==> src/rtl/seg_pkg.sv <==
// Shared constants, types and helpers for the seven-segment scan display.
package seg_pkg;

  // Segment codes {a,b,c,d,e,f,g,dp}, active-high.
  localparam logic [7:0] SEG_0     = 8'hFC;
  localparam logic [7:0] SEG_1     = 8'h60;
  localparam logic [7:0] SEG_2     = 8'hDA;
  localparam logic [7:0] SEG_3     = 8'hF2;
  localparam logic [7:0] SEG_4     = 8'h66;
  localparam logic [7:0] SEG_5     = 8'hB6;
  localparam logic [7:0] SEG_6     = 8'hBE;
  localparam logic [7:0] SEG_7     = 8'hE0;
  localparam logic [7:0] SEG_8     = 8'hFE;
  localparam logic [7:0] SEG_9     = 8'hF6;
  localparam logic [7:0] SEG_BLANK = 8'h00;
  localparam logic [7:0] SEG_MINUS = 8'h02;

  // Common-anode digit enables, active-low one-hot.
  localparam logic [3:0] EN_UNITS = 4'b0111;
  localparam logic [3:0] EN_TENS  = 4'b1011;
  localparam logic [3:0] EN_HUND  = 4'b1101;
  localparam logic [3:0] EN_SIGN  = 4'b1110;
  localparam logic [3:0] EN_NONE  = 4'b1111;

  typedef logic [1:0] digit_idx_t;

  typedef enum logic {
    ST_IDLE  = 1'b0,
    ST_SHIFT = 1'b1
  } conv_state_t;

  // BCD digit to segment pattern; non-decimal codes render blank.
  function automatic logic [7:0] seg_encode(input logic [3:0] d);
    case (d)
      4'd0:    return SEG_0;
      4'd1:    return SEG_1;
      4'd2:    return SEG_2;
      4'd3:    return SEG_3;
      4'd4:    return SEG_4;
      4'd5:    return SEG_5;
      4'd6:    return SEG_6;
      4'd7:    return SEG_7;
      4'd8:    return SEG_8;
      4'd9:    return SEG_9;
      default: return SEG_BLANK;
    endcase
  endfunction

  // Double-dabble correction applied to a nibble before each shift.
  function automatic logic [3:0] dd_adjust(input logic [3:0] n);
    return (n >= 4'd5) ? n + 4'd3 : n;
  endfunction

endpackage

==> src/rtl/bin2bcd_seq.sv <==
// Sequential double-dabble: one shift per cycle, 8 cycles per conversion.
//
// state    | meaning
// ---------+-----------------------------------------------------------
// ST_IDLE  | waiting for load; committed digits held
// ST_SHIFT | adjusting and shifting; commits after the 8th shift
module bin2bcd_seq
  import seg_pkg::*;
(
  input  logic       clk,
  input  logic       reset,
  input  logic       load,
  input  logic [7:0] op,
  input  logic       neg,
  output logic       busy,
  output logic       done,
  output logic [3:0] bcd1,
  output logic [3:0] bcd2,
  output logic [3:0] bcd3,
  output logic       sign
);

  conv_state_t state_q;
  logic [7:0]  shreg_q, shreg_d;
  logic [3:0]  units_q, units_d;
  logic [3:0]  tens_q, tens_d;
  // Hundreds can be at most 1 before the final shift, so one bit suffices.
  logic        hund_q, hund_d;
  logic [2:0]  cnt_q;
  logic        neg_q;
  logic        busy_q, done_q, sign_q;
  logic [3:0]  bcd1_q, bcd2_q, bcd3_q;
  logic [3:0]  adj_u, adj_t;

  // One double-dabble step: correct the nibbles, then shift everything left by one.
  always_comb begin
    adj_u   = dd_adjust(units_q);
    adj_t   = dd_adjust(tens_q);
    units_d = {adj_u[2:0], shreg_q[7]};
    tens_d  = {adj_t[2:0], adj_u[3]};
    hund_d  = adj_t[3];
    shreg_d = {shreg_q[6:0], 1'b0};
  end

  // Conversion FSM with registered busy/done/digit outputs.
  always_ff @(posedge clk or negedge reset) begin
    if (!reset) begin
      state_q <= ST_IDLE;
      shreg_q <= '0;
      units_q <= '0;
      tens_q  <= '0;
      hund_q  <= 1'b0;
      cnt_q   <= '0;
      neg_q   <= 1'b0;
      busy_q  <= 1'b0;
      done_q  <= 1'b0;
      sign_q  <= 1'b0;
      bcd1_q  <= '0;
      bcd2_q  <= '0;
      bcd3_q  <= '0;
    end else begin
      done_q <= 1'b0;
      case (state_q)
        ST_IDLE: begin
          if (load) begin
            shreg_q <= op;
            neg_q   <= neg;
            units_q <= '0;
            tens_q  <= '0;
            hund_q  <= 1'b0;
            cnt_q   <= '0;
            busy_q  <= 1'b1;
            state_q <= ST_SHIFT;
          end
        end
        ST_SHIFT: begin
          shreg_q <= shreg_d;
          units_q <= units_d;
          tens_q  <= tens_d;
          hund_q  <= hund_d;
          cnt_q   <= cnt_q + 3'd1;
          if (cnt_q == 3'd7) begin
            bcd1_q  <= units_d;
            bcd2_q  <= tens_d;
            bcd3_q  <= {2'b00, hund_q, hund_d};
            // Sign is committed with the digits so the display never mixes old and new.
            sign_q  <= neg_q;
            done_q  <= 1'b1;
            busy_q  <= 1'b0;
            state_q <= ST_IDLE;
          end
        end
        default: state_q <= ST_IDLE;
      endcase
    end
  end

  assign busy = busy_q;
  assign done = done_q;
  assign bcd1 = bcd1_q;
  assign bcd2 = bcd2_q;
  assign bcd3 = bcd3_q;
  assign sign = sign_q;

endmodule

==> src/rtl/seg_scan_display.sv <==
// Signed 3-digit result display: BCD conversion plus a free-running 4-digit scanner.
module seg_scan_display
  import seg_pkg::*;
#(
  parameter int SCAN_DIV = 2000,
  parameter int BLANK_LZ = 1
) (
  input  logic       clk,
  input  logic       reset,
  input  logic       load,
  input  logic [7:0] op,
  input  logic       neg,
  output logic       busy,
  output logic       done,
  output logic [3:0] bcd1,
  output logic [3:0] bcd2,
  output logic [3:0] bcd3,
  output logic [3:0] control,
  output logic [7:0] display
);

  localparam int PW = (SCAN_DIV > 1) ? $clog2(SCAN_DIV) : 1;
  localparam logic [PW-1:0] PRE_TC = PW'(SCAN_DIV - 1);

  logic [PW-1:0] pre_q;
  digit_idx_t    idx_q;
  logic [3:0]    control_q, control_d;
  logic [7:0]    display_q, display_d;
  logic          sign_c;
  logic          is_zero, show_sign, blank_tens, blank_hund;

  bin2bcd_seq u_conv (
    .clk   (clk),
    .reset (reset),
    .load  (load),
    .op    (op),
    .neg   (neg),
    .busy  (busy),
    .done  (done),
    .bcd1  (bcd1),
    .bcd2  (bcd2),
    .bcd3  (bcd3),
    .sign  (sign_c)
  );

  // Select enable and segments for the digit the scan index points at.
  always_comb begin
    is_zero    = (bcd1 == 4'd0) && (bcd2 == 4'd0) && (bcd3 == 4'd0);
    show_sign  = sign_c && !is_zero;
    blank_hund = (BLANK_LZ != 0) && (bcd3 == 4'd0);
    blank_tens = blank_hund && (bcd2 == 4'd0);
    control_d  = EN_UNITS;
    display_d  = seg_encode(bcd1);
    case (idx_q)
      2'd1: begin
        control_d = EN_TENS;
        display_d = blank_tens ? SEG_BLANK : seg_encode(bcd2);
      end
      2'd2: begin
        control_d = EN_HUND;
        display_d = blank_hund ? SEG_BLANK : seg_encode(bcd3);
      end
      2'd3: begin
        control_d = EN_SIGN;
        display_d = show_sign ? SEG_MINUS : SEG_BLANK;
      end
      default: ;
    endcase
  end

  // Prescaler and scan index; outputs refresh together once per dwell period.
  always_ff @(posedge clk or negedge reset) begin
    if (!reset) begin
      pre_q     <= '0;
      idx_q     <= '0;
      control_q <= EN_NONE;
      display_q <= SEG_BLANK;
    end else if (pre_q == PRE_TC) begin
      pre_q     <= '0;
      idx_q     <= idx_q + 2'd1;
      control_q <= control_d;
      display_q <= display_d;
    end else begin
      pre_q <= pre_q + PW'(1);
    end
  end

  assign control = control_q;
  assign display = display_q;

endmodule

==> config.mk <==
export PLATFORM = sky130hd
export DESIGN_NAME = seg_scan_display
export DESIGN_NICKNAME = d
export VERILOG_FILES = /design/src/rtl/seg_pkg.sv /design/src/rtl/bin2bcd_seq.sv /design/src/rtl/seg_scan_display.sv
export SDC_FILE = /design/constraint.sdc
export NUM_CORES = 1
export LEC_CHECK = 0
export BUFFER_PORTS_ARGS = -buffer_cell sky130_fd_sc_hd__clkbuf_2
export CORE_UTILIZATION = 50
export CTS_CLUSTER_DIAMETER = 40
export CTS_CLUSTER_SIZE = 8
export DETAILED_ROUTE_END_ITERATION = 8
export PLACE_DENSITY = 0.7
export SLEW_MARGIN = 20
export SYNTH_ARGS = -nofsm -noshare
export SYNTH_HDL_FRONTEND = slang
export SYNTH_SLANG_ARGS = --single-unit
==> constraint.sdc <==
create_clock -name clk -period 5.2 [get_ports clk]
set_input_delay 1.04 -clock clk [delete_from_list [all_inputs] [get_ports clk]]
set_output_delay 1.04 -clock clk [all_outputs]
set_load 0.05 [all_outputs]
== Word-level counts from Yosys, hierarchy flattened ==
Memory sizes are Yosys's and may differ from the RTL's.
Cells that the tools add are included.
Cells by class
  reductions and logical operators: 11
  add/sub/neg operators: 5
  multiply operators: 0
  equal/unequal tests: 7
  bitwise operators: 1
  magnitude comparators: 2
  divide/modulo/power cells: 0
  multiplexer cells: 25
  shift-type cells: 0
Operators by type and width (count)
  $mux W8: 3
  $pmux W8 S3: 1
  $pmux W4 S2: 2
  $pmux W8 S2: 1
  $logic_not A4 Y1: 3
  $mux W4: 3
  $pmux W4 S3: 1
  $add A11 B1 Y11 const B: 1
  $eq A11 B11 Y1 const B: 1
  $mux W11: 1
  $add A4 B2 Y4 const B: 2
  $ge A4 B3 Y1 const B: 2
  $mux W1: 7
  $pmux W1 S2: 3
  $pmux W3 S2: 1
  $reduce_and A2 Y1: 3
  $eq A2 B2 Y1 const B: 2
  $logic_and A1 B1 Y1: 4
  $ne A2 B2 Y1 const B: 2
  $add A3 B1 Y3 const B: 1
  $eq A3 B3 Y1 const B: 1
  $mux W3: 1
  $add A2 B1 Y2 const B: 1
  $eq A2 B1 Y1 const B: 1
  other kinds (3): 3
Storage, ports and cells
  memories: 3
  bits of input ports: 12
  register bits: 60
  memory bits (read-only): 336
  latch bits: 0
  logic and storage cells: 71
  output and inout bits: 26
  bits in writable memories: 0
Memories
  (name not given): words 16, width 7, read ports 1, clocked after memory_dff 0, write ports 0, RTL line seg_pkg.sv:34  | case (d)
  (name not given): words 16, width 7, read ports 1, clocked after memory_dff 0, write ports 0, RTL line seg_pkg.sv:34
  (name not given): words 16, width 7, read ports 1, clocked after memory_dff 0, write ports 0, RTL line seg_pkg.sv:34

== Longest topological paths before layout ==
Gate-level depths: netlist of the first run.
  word-level depth: 7
  depth in mapped cells: 7
  mapped depth without buffers: 6

== Cells and area by module ==
Synthesis of the first run repeated with hierarchy kept, for this count alone.
Unflattened totals
  cell total of the unflattened synthesis: 384
  area total of the unflattened synthesis: 3653.5 µm²
Modules (own cells, without submodules)
  seg_scan_display: seq. area each 605.6 µm², area an instance 1888.1 µm², cells each 204, instances 1
  bin2bcd_seq: seq. area each 875.8 µm², area an instance 1765.4 µm², cells each 180, instances 1

== Worst setup path before layout of the first run ==
OpenSTA, ideal clock, no wires.
  kind: reg2reg
  start point: register u_conv.bcd2_q[1], in the netlist u_conv.bcd2[1]
  end point: register display_q[5], in the netlist display[5]
  library setup time: 0.128 ns
  path slack: 3.087 ns
  clock period less this slack: 2.113 ns
  required time: 5.072 ns
  arrival: 1.985 ns
  cell stages (with the launch flop): 7
  buffers on the path: 0
  cells stage by stage: dfrtp_1 -> inv_1 -> ha_1 -> or4b_4 -> o21a_4 -> a221oi_1 -> o21ai_1
On the way
  word-level cells in the longest chain between the ends: 4
  elaborated cells between the ends (all ways): 5
  those cells by class: mux: 2; reduce/logical: 2; memory: 1
RTL lines
  start, declared: RTL line bin2bcd_seq.sv:32  | logic [3:0] bcd1_q, bcd2_q, bcd3_q;
  start signal, assigned: RTL line bin2bcd_seq.sv:84  | bcd2_q <= tens_d;
  parallel branches: the longest is 2 deep, another holds $mem_v2 Z16 W7
  $mux W8 *: RTL line seg_scan_display.sv:57  | display_d = blank_tens ? SEG_BLANK : seg_encode(bcd2);
  $pmux W8 S3 *: RTL line seg_scan_display.sv:54  | case (idx_q)
  end signal, assigned: RTL line seg_scan_display.sv:82  | display_q <= display_d;
  end, declared: RTL line seg_scan_display.sv:28  | logic [7:0] display_q, display_d;
Every way passes the cells marked *.
A chain may end at the register's enable or synchronous reset.

== Worst setup path after layout of the first run ==
  start point: register u_conv.bcd2_q[3], in the netlist u_conv.bcd2[3]
  end point: output port bcd2[3]
RTL lines
  end, declared: RTL line seg_scan_display.sv:16  | output logic [3:0] bcd2,
No word-level cell between the ends.

==> results of run 1 <==
## through the flow
| stage | hold slack, ns | cell area, sq um |
|---|---|---|
| 3_3_place_gp | 0.453 | 3400 |
| 2_1_floorplan | 0.438 | 3220 |
| 3_5_place_dp | 0.456 | 3400 |
| 5_1_grt | 0.493 | 3580 |
| 6_report | 0.461 | 3580 |
| 4_1_cts | 0.465 | 3580 |
## per-layer routing
layer	wire, um	up-vias	global-route usage [%]
met5	0	-	0
met3	232	11	5.49
met1	2920	1064	26.6
met4	99	0	9.65
met2	2700	40	30.3
li1	-	1161	-
## placed cells by master, fill, tap and decap left out, types with 2 or more instances in the layout
master    instances
a21o_1            7
a21oi_1          12
a221oi_1          2
a22o_1            7
a31oi_1           2
and2_1            5
and3_1            4
and4_1            2
clkbuf_1          3
clkbuf_2         34
clkbuf_8          9
clkinv_2          3
conb_1            3
dfrtp_1          55
dfstp_2           4
ha_1             24
inv_1            17
mux2_2           10
mux2i_1          12
nand2_1          30
nand2b_1         11
nand3_1           2
nand4_1           2
nor2_1           17
nor2b_1           4
nor3_1            2
nor3b_1           4
o21ai_0          25
o21ai_1           9
o22ai_1           7
o31ai_1           5
xnor2_1           7
xor2_1            4
## flip-flops by register name, summed over array words and instances (netlist names), 3 cells and up
name            cells
u_conv.tens_q       4
u_conv.bcd1         4
display             7
u_conv.shreg_q      8
control             4
u_conv.cnt_q        3
pre_q              11
u_conv.bcd2         4
u_conv.units_q      4
## synth_stat cells (all sizes together), types with 7 or more instances
library cell	number
o21ai	34
a22o	7
xnor2	7
dfrtp	55
mux2i	12
clkbuf	8
a21oi	12
inv	18
buf	8
nor2	17
mux2	10
nand2b	11
ha	24
o22ai	7
a21o	7
nand2	30
## power by group through the flow
stage,logic (uW),registers (uW),clock network (uW)
after global placement,768,758,0
after detailed placement,782,763,0
after CTS,784,755,406
after floorplan,557,809,0
after global routing,869,781,428
final,777,755,400
## path summary, 6_finish.rpt
kind | startpoint | endpoint | slack (ns) | cells past startpoint
max in group asynchronous | reset | u_conv.bcd3[1] | 3.86 | 2
worst max-delay path | u_conv.bcd2[3] | bcd2[3] | 2.87 | 1
worst min register to register | control[1] | control[1] | 0.46 | 2
min in group asynchronous | reset | idx_q[0] | 0.83 | 2
worst max register to register | u_conv.state_q | u_conv.bcd2[1] | 2.96 | 3
worst min-delay path | control[1] | control[1] | 0.46 | 2
## final cells by class
cell class              instances  area [sq um]  share of cell area (%)
clock inverters                 4          45.0                    1.26
well taps                      75          93.8                    2.62
multi-input cells             227          1580                    44.2
flip-flops and latches         59          1480                    41.3
repair buffers                 35           178                    4.96
clock buffers                  12           135                    3.77
inverters                      18          67.6                    1.88
## cells by family (layout without fill, tap and decap cells)
group	Yosys count	count (layout)	share of synthesized area (%)
adder cells (fa/ha/maj)	24	24	9.36
AND/OR/NAND/NOR	85	85	13.4
AO/OA/AOI/OAI	82	82	16.0
buffers and inverters	34	69	4.72
other	1	3	0.117
XOR/XNOR	11	11	3.00
multiplexers	22	22	7.25
flip-flops	59	59	46.2
## worst register-to-register path, cell delays in order (launching register included)
cell     delay (ns)
dfrtp_1        1.05
nand2_1        0.44
inv_2          0.28
mux2_2         0.36
==> impl_metrics.prom, run 1 <==
# TYPE chip_impl_metric gauge
chip_impl_metric{name="detailedRoute.firstPassIterationCount",unit=""} 4
chip_impl_metric{name="synth_sequential_area_ratio",unit="%"} 46.2
chip_impl_metric{name="hold_viol",unit=""} 0
chip_impl_metric{name="final_antenna_net_count",unit=""} 0
chip_impl_metric{name="routed_wire_length_per_instance",unit="um"} 13.8
chip_impl_metric{name="fin_total_pwr",unit="uW"} 1930
chip_impl_metric{name="cp.required",unit="ns"} 4.16
chip_impl_metric{name="cts_setup_buffers",unit=""} 0
chip_impl_metric{name="leakage",unit="uW"} 0.00177
chip_impl_metric{name="fp.dieArea",unit="sq mm"} 0.00674
chip_impl_metric{name="diodes",unit=""} 0
chip_impl_metric{name="layoutNonFillerInstCount",unit=""} 430
chip_impl_metric{name="row_count",unit=""} 28
chip_impl_metric{name="clock_path_buffers",unit=""} 2
chip_impl_info{name="path_class",value="flop to primary output"} 1
chip_impl_metric{name="post_route_cells_drive_above_1_share",unit="%"} 18.9
chip_impl_info{name="cell_type_contributing_the_most_total_cell_area_after_synthesis",value="dfrtp_1"} 1
chip_impl_metric{name="clock_skew",unit="ns"} 0.00949
chip_impl_metric{name="synth-warning-count",unit=""} 0
chip_impl_metric{name="crit_path_max_fanout",unit=""} 13
chip_impl_metric{name="post_cts.resized_instances",unit=""} 0
chip_impl_metric{name="slew_headroom",unit="%"} 28.8
chip_impl_info{name="worstPathCellList",value="clkbuf_2"} 1
chip_impl_metric{name="post-synth-top-area-fraction",unit="%"} 42.9
chip_impl_metric{name="layout.filler_cells",unit=""} 527
chip_impl_info{name="clockRootBuffer",value="clkbuf_8"} 1
chip_impl_metric{name="routed-via-count",unit=""} 2276
chip_impl_info{name="worst_path_dominant_cell_family",value="flip-flops"} 1
chip_impl_metric{name="sw_frac_of_total",unit="%"} 41.6
chip_impl_info{name="worst_setup_path_start_kind",value="flop"} 1
chip_impl_info{name="synth_area_leaders",value="dfrtp_1, ha_1, o21ai_0"} 1
chip_impl_metric{name="total_switching_power",unit="uW"} 802
chip_impl_metric{name="clock_power_share",unit="%"} 20.7
chip_impl_metric{name="grt_pass1_vias",unit=""} 2123
chip_impl_metric{name="pre_cts_slack",unit="ns"} 2.96
chip_impl_metric{name="post-route-min-period",unit="ns"} 2.33
chip_impl_metric{name="worst_skew_pair.late_latency",unit="ns"} 0.34
chip_impl_metric{name="dpl.cell_count",unit=""} 414
chip_impl_metric{name="max-cap-violations",unit=""} 0
chip_impl_metric{name="critPathArrivalTime",unit="ns"} 1.29
chip_impl_metric{name="yosysUniqueCellTypes",unit=""} 42
chip_impl_metric{name="clk_pin_slew",unit="ns"} 0.06
chip_impl_metric{name="chipHeight",unit="um"} 82.1
chip_impl_info{name="worstSetupEndpointType",value="primary output"} 1
chip_impl_metric{name="max-vdd-ir-drop",unit="V"} 0.000307
chip_impl_metric{name="finalCritPeriodShare",unit="%"} 44.8
chip_impl_metric{name="synth_area_per_cell",unit="sq um"} 10.1
chip_impl_metric{name="critical_path.max_stage_delay",unit="ns"} 0.60
chip_impl_info{name="yosys_most_used_dff",value="dfrtp_1"} 1
chip_impl_metric{name="cts.sink_count",unit=""} 59
chip_impl_metric{name="post_route_core_utilization",unit="%"} 59.1
chip_impl_metric{name="grt_max_degree",unit=""} 60
chip_impl_metric{name="finalWirelength",unit="um"} 5950
chip_impl_metric{name="power_report.internal_total",unit="uW"} 1130
chip_impl_metric{name="overall_overflow_remaining_after_global_route",unit=""} 0
chip_impl_metric{name="sequential_power_share",unit="%"} 39.1
chip_impl_metric{name="avgViaCountPerCell",unit=""} 5.29
chip_impl_metric{name="max_clock_freq",unit="MHz"} 429
chip_impl_metric{name="die-width",unit="um"} 82.1
chip_impl_metric{name="port_buffers",unit=""} 34
chip_impl_metric{name="synthArstFlopShare",unit="%"} 100
chip_impl_info{name="grt_setup_unrepaired",value="false"} 1
chip_impl_metric{name="synth.ff_latch_count",unit=""} 59
chip_impl_metric{name="design.core.area",unit="sq mm"} 0.00606
chip_impl_metric{name="layout_area_growth_over_synthesis",unit="%"} 11.7
chip_impl_metric{name="remaining_drc_errors",unit=""} 0
chip_impl_metric{name="cts_htree_levels",unit=""} 3
chip_impl_metric{name="synth_edf_count",unit=""} 0
chip_impl_metric{name="syn_inst",unit=""} 318
chip_impl_metric{name="timing_worst_slew_pin_value",unit="ns"} 1.07
chip_impl_metric{name="grt_pass1_wl",unit="um"} 9890
chip_impl_metric{name="i_o_pin_total",unit=""} 38
chip_impl_metric{name="grtUsageTotal",unit="%"} 20.1
chip_impl_info{name="run_status",value="finished clean"} 1
chip_impl_metric{name="setup_viol_count_final",unit=""} 0
chip_impl_metric{name="grt_antenna_before_repair",unit=""} 0
chip_impl_info{name="tritoncts_clock_tree",value="done"} 1
chip_impl_metric{name="initial_utilization",unit="%"} 53.0
chip_impl_metric{name="finish.net_count",unit=""} 386
chip_impl_info{name="min_path_type",value="flop to flop"} 1
chip_impl_metric{name="fin_ws",unit="ns"} 2.87
chip_impl_metric{name="synth.cell_area",unit="sq mm"} 0.00321
chip_impl_metric{name="buffer_and_inverter_count_on_the_worst_path",unit=""} 1
chip_impl_metric{name="combPwrFrac",unit="%"} 40.2
chip_impl_metric{name="cts_inserted_buffers",unit=""} 9
chip_impl_metric{name="cts-hold-fix-buffers",unit=""} 0
chip_impl_info{name="cp_slowest_cell",value="dfrtp_1"} 1
chip_impl_metric{name="cellPowerDensity",unit="mW/mm^2"} 539
chip_impl_metric{name="gp_routability_congestion",unit=""} 0.858
chip_impl_metric{name="drt_iter0_markers",unit=""} 91
chip_impl_metric{name="slew_violations",unit=""} 0
chip_impl_metric{name="finalSetupTns",unit="ns"} 0
chip_impl_metric{name="detailed_place_hpwl",unit="um"} 4150
Power figures use the tool's default switching activity.
==> run 2: changes to the inputs <==
- PLACE_DENSITY: 0.7 -> 0.73
- clock period: 5.2 -> 1.9 ns (I/O delays scaled with it)
==> impl_metrics.prom, run 2 (synthesized netlist as in run 1, its figures left out) <==
# TYPE chip_impl_metric gauge
chip_impl_metric{name="gp_routability_congestion",unit=""} 0.856
chip_impl_info{name="worst_setup_path_start_kind",value="flop"} 1
chip_impl_metric{name="detailedRoute.firstPassIterationCount",unit=""} 4
chip_impl_metric{name="finish.net_count",unit=""} 404
chip_impl_metric{name="hold_path_depth",unit=""} 2
chip_impl_metric{name="crit_path_max_fanout",unit=""} 7
chip_impl_metric{name="max-vdd-ir-drop",unit="V"} 0.000994
chip_impl_metric{name="slew_headroom",unit="%"} 65.3
chip_impl_metric{name="max-cap-violations",unit=""} 0
chip_impl_metric{name="setup_viol_count_final",unit=""} 0
chip_impl_metric{name="clock_path_buffers",unit=""} 2
chip_impl_metric{name="fin_total_pwr",unit="uW"} 5630
chip_impl_info{name="grt.busiest_layer",value="met2"} 1
chip_impl_metric{name="grt_pass1_wl",unit="um"} 10900
chip_impl_info{name="run_status",value="finished clean"} 1
chip_impl_metric{name="routed-via-count",unit=""} 2365
chip_impl_info{name="grt_setup_unrepaired",value="true"} 1
chip_impl_metric{name="fp.dieArea",unit="sq mm"} 0.00674
chip_impl_metric{name="finalCritPeriodShare",unit="%"} 95.9
chip_impl_metric{name="largest_register_ffs",unit=""} 11
chip_impl_metric{name="row_count",unit=""} 28
chip_impl_metric{name="clk_pin_slew",unit="ns"} 0.06
chip_impl_metric{name="remaining_drc_errors",unit=""} 0
chip_impl_metric{name="clock_skew",unit="ns"} 0.0130
chip_impl_metric{name="post_route_core_utilization",unit="%"} 62.9
chip_impl_metric{name="layout.filler_cells",unit=""} 535
chip_impl_metric{name="timing.reg2reg.worst_path_depth",unit=""} 6
chip_impl_metric{name="finalSetupTns",unit="ns"} 0
chip_impl_metric{name="final_antenna_net_count",unit=""} 0
chip_impl_metric{name="die-width",unit="um"} 82.1
chip_impl_info{name="layout_commonest_cell",value="dfrtp_1"} 1
chip_impl_info{name="tritoncts_clock_tree",value="done"} 1
chip_impl_metric{name="leakage",unit="uW"} 0.00187
chip_impl_metric{name="drt_iter0_markers",unit=""} 115
chip_impl_metric{name="timing_worst_slew_pin_value",unit="ns"} 0.521
chip_impl_info{name="layout_common_cells",value="dfrtp_1, clkbuf_2, nand2_1"} 1
chip_impl_metric{name="initial_utilization",unit="%"} 53.0
chip_impl_metric{name="cts_htree_levels",unit=""} 3
chip_impl_metric{name="finalWirelength",unit="um"} 6410
chip_impl_metric{name="cp.required",unit="ns"} 2.12
chip_impl_info{name="regMostFlops",value="pre_q"} 1
chip_impl_metric{name="grt_antenna_before_repair",unit=""} 0
chip_impl_metric{name="overall_overflow_remaining_after_global_route",unit=""} 0
chip_impl_metric{name="grt_max_degree",unit=""} 34
chip_impl_metric{name="diodes",unit=""} 0
chip_impl_info{name="worstSetupEndpointType",value="flop"} 1
chip_impl_metric{name="post_route_cells_drive_above_1_share",unit="%"} 26.8
chip_impl_metric{name="routed_wire_length_per_instance",unit="um"} 14.3
chip_impl_metric{name="max_clock_freq",unit="MHz"} 549
chip_impl_info{name="path_class",value="flop to flop"} 1
chip_impl_metric{name="setup.reg_to_reg.worst_slack",unit="ns"} 0.08
chip_impl_metric{name="detailed_place_hpwl",unit="um"} 4630
chip_impl_metric{name="pre_cts_slack",unit="ns"} 0.0490
chip_impl_metric{name="port_buffers",unit=""} 34
chip_impl_metric{name="critPathArrivalTime",unit="ns"} 2.04
chip_impl_metric{name="globalRouteMet3Util",unit="%"} 6.37
chip_impl_metric{name="grtUsageTotal",unit="%"} 22.0
chip_impl_metric{name="chipHeight",unit="um"} 82.1
chip_impl_metric{name="slew_violations",unit=""} 0
chip_impl_metric{name="hold_viol",unit=""} 0
chip_impl_info{name="min_path_type",value="primary input to flop"} 1
chip_impl_metric{name="worst_skew_pair.late_latency",unit="ns"} 0.34
chip_impl_metric{name="avgViaCountPerCell",unit=""} 5.28
chip_impl_info{name="clockRootBuffer",value="clkbuf_8"} 1
chip_impl_metric{name="gr-usage-met1",unit="%"} 28.2
chip_impl_metric{name="cts_inserted_buffers",unit=""} 9
chip_impl_metric{name="i_o_pin_total",unit=""} 38
chip_impl_metric{name="post-route-min-period",unit="ns"} 1.82
chip_impl_metric{name="layout_area_growth_over_synthesis",unit="%"} 18.9
chip_impl_metric{name="fin_ws",unit="ns"} 0.0785
chip_impl_metric{name="cellPowerDensity",unit="mW/mm^2"} 1480
chip_impl_metric{name="design.core.area",unit="sq mm"} 0.00606
chip_impl_metric{name="grt_pass1_vias",unit=""} 2248
chip_impl_metric{name="cts.sink_count",unit=""} 59
chip_impl_metric{name="grtUsageMet2",unit="%"} 35.1
run 2: cell types whose count changed in the layout (fill, tap and decap cells not counted), sizes merged:
cell / delta
dlygate4sd3: +1
clkbuf: -1
buf: +17
clkinvlp: +1
run 2: metal layers:
layer	routed length, um	vias up	share of wire [%]
li1	-	1204	-
met1	3030	1107	47
met2	3020	46	47
met3	258	8	4.0
met4	99	0	1.5
met5	0	-	0
run 2: power breakdown:
group / switching, uW / internal, uW / leakage (uW)
combinational: 1540 / 1090 / 0.00103
sequential: 276 / 1600 / 0.000742
clock: 495 / 634 / 0.0000991
total: 2310 / 3320 / 0.00187
run 2: per-stage QoR:
stage | cells | hold WS [ns] | cell area, sq um
final | 448 | 0.277 | 3810
after CTS | 446 | 0.259 | 3790
after global routing | 448 | 0.266 | 3810
after detailed placement | 429 | 0.380 | 3590
after floorplan | 320 | 0.0844 | 3260
after global placement | 429 | 0.370 | 3590
run 2: final timing paths:
check	start	to
max in group asynchronous	reset	u_conv.cnt_q[2]
worst max-delay path	u_conv.bcd2[0]	display[5]
min in group asynchronous	reset	idx_q[1]
worst max register to register	u_conv.bcd2[0]	display[5]
worst min register to register	control[3]	control[3]
worst min-delay path	neg	u_conv.neg_q
run 2: area by class of cell:
class	instances	area, sq um	area share, %
Clock buffer	11	141	3.71
Clock inverter	5	52.6	1.38
Inverter	18	75.1	1.97
Multi-Input combinational cell	227	1620	42.5
Sequential cell	59	1490	39.1
Tap cell	75	93.8	2.46
Timing Repair Buffer	53	340	8.92
run 2: repair_timing:
item                       4_1_cts  5_1_grt
setup endpoints to repair        0        9
hold endpoints to repair         1        0
hold buffers                     1        0
buffers inserted                 0        2
resized for setup                0        3
run 2: critical path, stage by stage, from the launching register on:
cell      delay [ns]
dfrtp_2         0.45
inv_4           0.08
ha_4            0.15
or4b_4          0.47
o21a_4          0.25
a221oi_2        0.22
o21ai_1         0.10
==> run 3: changes to the inputs <==
- BUFFER_PORTS_ARGS: -buffer_cell sky130_fd_sc_hd__clkbuf_2 -> -buffer_cell sky130_fd_sc_hd__buf_2
- CAP_MARGIN: default -> 20
- GPL_TIMING_DRIVEN: default -> 0
==> impl_metrics.prom, run 3 (synthesized netlist as in run 1, its figures left out) <==
# TYPE chip_impl_metric gauge
chip_impl_info{name="regMostFlops",value="pre_q"} 1
chip_impl_info{name="min_path_type",value="primary input to async pin"} 1
chip_impl_metric{name="grt_antenna_before_repair",unit=""} 0
chip_impl_metric{name="overall_overflow_remaining_after_global_route",unit=""} 0
chip_impl_metric{name="hold_viol",unit=""} 0
chip_impl_metric{name="slew_violations",unit=""} 0
chip_impl_metric{name="finish.net_count",unit=""} 404
chip_impl_metric{name="timing_worst_slew_pin_value",unit="ns"} 0.741
chip_impl_metric{name="finalCritPeriodShare",unit="%"} 96.3
chip_impl_info{name="layout_commonest_cell",value="dfrtp_1"} 1
chip_impl_metric{name="cellPowerDensity",unit="mW/mm^2"} 1470
chip_impl_metric{name="grt_pass1_vias",unit=""} 2401
chip_impl_metric{name="i_o_pin_total",unit=""} 38
chip_impl_metric{name="cp.required",unit="ns"} 2.11
chip_impl_info{name="worstSetupEndpointType",value="flop"} 1
chip_impl_metric{name="initial_utilization",unit="%"} 53.0
chip_impl_metric{name="design.core.area",unit="sq mm"} 0.00606
chip_impl_metric{name="grt_max_degree",unit=""} 60
chip_impl_metric{name="setup_viol_count_final",unit=""} 0
chip_impl_info{name="worstPathCellList",value="inv_4, ha_4, or3b_2, o31a_1, a211oi_2, o21ai_1"} 1
chip_impl_metric{name="largest_register_ffs",unit=""} 11
chip_impl_metric{name="leakage",unit="uW"} 0.00184
chip_impl_metric{name="grt_pass1_wl",unit="um"} 11100
chip_impl_metric{name="fin_total_pwr",unit="uW"} 5560
chip_impl_metric{name="grtUsageTotal",unit="%"} 22.3
chip_impl_metric{name="detailedRoute.firstPassIterationCount",unit=""} 5
chip_impl_metric{name="cts.sink_count",unit=""} 59
chip_impl_metric{name="max_clock_freq",unit="MHz"} 547
chip_impl_info{name="path_class",value="flop to flop"} 1
chip_impl_metric{name="max-cap-violations",unit=""} 0
chip_impl_metric{name="fp.dieArea",unit="sq mm"} 0.00674
chip_impl_metric{name="drt_iter0_markers",unit=""} 126
chip_impl_metric{name="remaining_drc_errors",unit=""} 0
chip_impl_info{name="run_status",value="finished clean"} 1
chip_impl_metric{name="detailed_place_hpwl",unit="um"} 4660
chip_impl_metric{name="final_design_area_no_fill",unit="sq mm"} 0.00377
chip_impl_info{name="worst_r2r_startpoint",value="u_conv.bcd1[1]"} 1
chip_impl_metric{name="row_count",unit=""} 28
chip_impl_metric{name="layout_area_growth_over_synthesis",unit="%"} 17.6
chip_impl_metric{name="final_antenna_net_count",unit=""} 0
chip_impl_info{name="worst_setup_path_start_kind",value="flop"} 1
chip_impl_metric{name="cts-hold-fix-buffers",unit=""} 0
chip_impl_metric{name="worst_skew_pair.late_latency",unit="ns"} 0.34
chip_impl_metric{name="routed-via-count",unit=""} 2429
chip_impl_metric{name="clock_path_buffers",unit=""} 2
chip_impl_info{name="clockRootBuffer",value="clkbuf_8"} 1
chip_impl_metric{name="finalWirelength",unit="um"} 6640
chip_impl_info{name="tritoncts_clock_tree",value="done"} 1
chip_impl_metric{name="post-route-min-period",unit="ns"} 1.83
chip_impl_metric{name="avgViaCountPerCell",unit=""} 5.42
chip_impl_metric{name="cts_htree_levels",unit=""} 3
chip_impl_metric{name="gp_routability_congestion",unit=""} 0.837
chip_impl_metric{name="slew_headroom",unit="%"} 50.6
chip_impl_metric{name="clk_pin_slew",unit="ns"} 0.06
chip_impl_info{name="cp_slowest_cell",value="dfrtp_4"} 1
chip_impl_metric{name="critical_path.max_stage_delay",unit="ns"} 0.50
chip_impl_metric{name="port_buffers",unit=""} 33
chip_impl_info{name="layout_common_cells",value="dfrtp_1, buf_2, nand2_1"} 1
chip_impl_metric{name="crit_path_max_fanout",unit=""} 4
chip_impl_metric{name="critPathArrivalTime",unit="ns"} 2.04
chip_impl_metric{name="die-width",unit="um"} 82.1
chip_impl_metric{name="routed_wire_length_per_instance",unit="um"} 14.8
chip_impl_metric{name="chipHeight",unit="um"} 82.1
chip_impl_metric{name="post_route_cells_drive_above_1_share",unit="%"} 25.5
chip_impl_metric{name="placedInstanceArea",unit="sq mm"} 0.00353
chip_impl_metric{name="max-vdd-ir-drop",unit="V"} 0.000952
chip_impl_metric{name="cts_inserted_buffers",unit=""} 9
chip_impl_info{name="worstSetupStartpoint",value="u_conv.bcd1[1]"} 1
chip_impl_metric{name="diodes",unit=""} 0
chip_impl_metric{name="clock_skew",unit="ns"} 0.00977
[run 3: power breakdown]
part / internal (uW) / total (uW) / switching, uW
Sequential: 1600 / 1880 / 274
Combinational: 1040 / 2560 / 1530
Clock: 634 / 1120 / 485
[run 3: area by class of cell]
class	count	area, sq um
sequential	59	1490
buffer	16	86.3
inverter	18	72.6
clock buffer	11	141
fill	527	2290
clock inverter	5	52.6
multi-input combinational	227	1640
tap	75	93.8
timing repair buffer	37	198
[run 3: worst max-delay path, delay by kind of cell (launching register included)]
kind                     cells  cell delay, ns
AO/OA/AOI/OAI                3            0.56
adder cells (fa/ha/maj)      1            0.14
buffers and inverters        1            0.07
flip-flops                   1            0.50
AND/OR/NAND/NOR              1            0.45
[run 3: worst paths after layout]
check | to | slack, ns | cells after the start
hold / removal | idx_q[0] | 0.10 | 1
min in group clk | u_conv.neg_q | 0.28 | 2
max in group asynchronous | u_conv.bcd1[1] | 1.24 | 1
setup reg to reg | display[1] | 0.07 | 6
setup / recovery | display[1] | 0.07 | 6
hold reg to reg | control[0] | 0.46 | 2
[run 3: what timing repair did]
action | 4_1_cts | 5_1_grt
pin swaps | 1 | 2
gates resized for setup | 0 | 6
setup endpoints to repair | 9 | 13
setup buffers | 3 | 1
[run 3: metrics by stage]
| stage | setup WS (ns) | TNS, ns | util (%) | hold slack [ns] | instances |
|---|---|---|---|---|---|
| 2_1_floorplan | 0.000793 | 0 | - | 0.0844 | 320 |
| 3_3_place_gp | -0.117 | -0.624 | 58.1 | 0.450 | 428 |
| 3_5_place_dp | -0.139 | -0.830 | 58.2 | 0.457 | 428 |
| 4_1_cts | 0.0168 | 0 | 61.7 | 0.118 | 447 |
| 5_1_grt | -0.00979 | -0.00979 | 62.3 | 0.166 | 448 |
| 6_report | 0.0710 | 0 | 62.3 | 0.103 | 448 |
[run 3: per-layer routing]
| metal | GRT usage, % | routed length [um] | share of wire, % | up-vias |
|---|---|---|---|---|
| met4 | 6.84 | 65 | 0.98 | 0 |
| met2 | 38.8 | 3310 | 50 | 41 |
| met1 | 26.5 | 3080 | 46 | 1186 |
| li1 | - | - | - | 1195 |
| met3 | 6.59 | 192 | 2.9 | 7 |
| met5 | 0 | 0 | 0 | - |
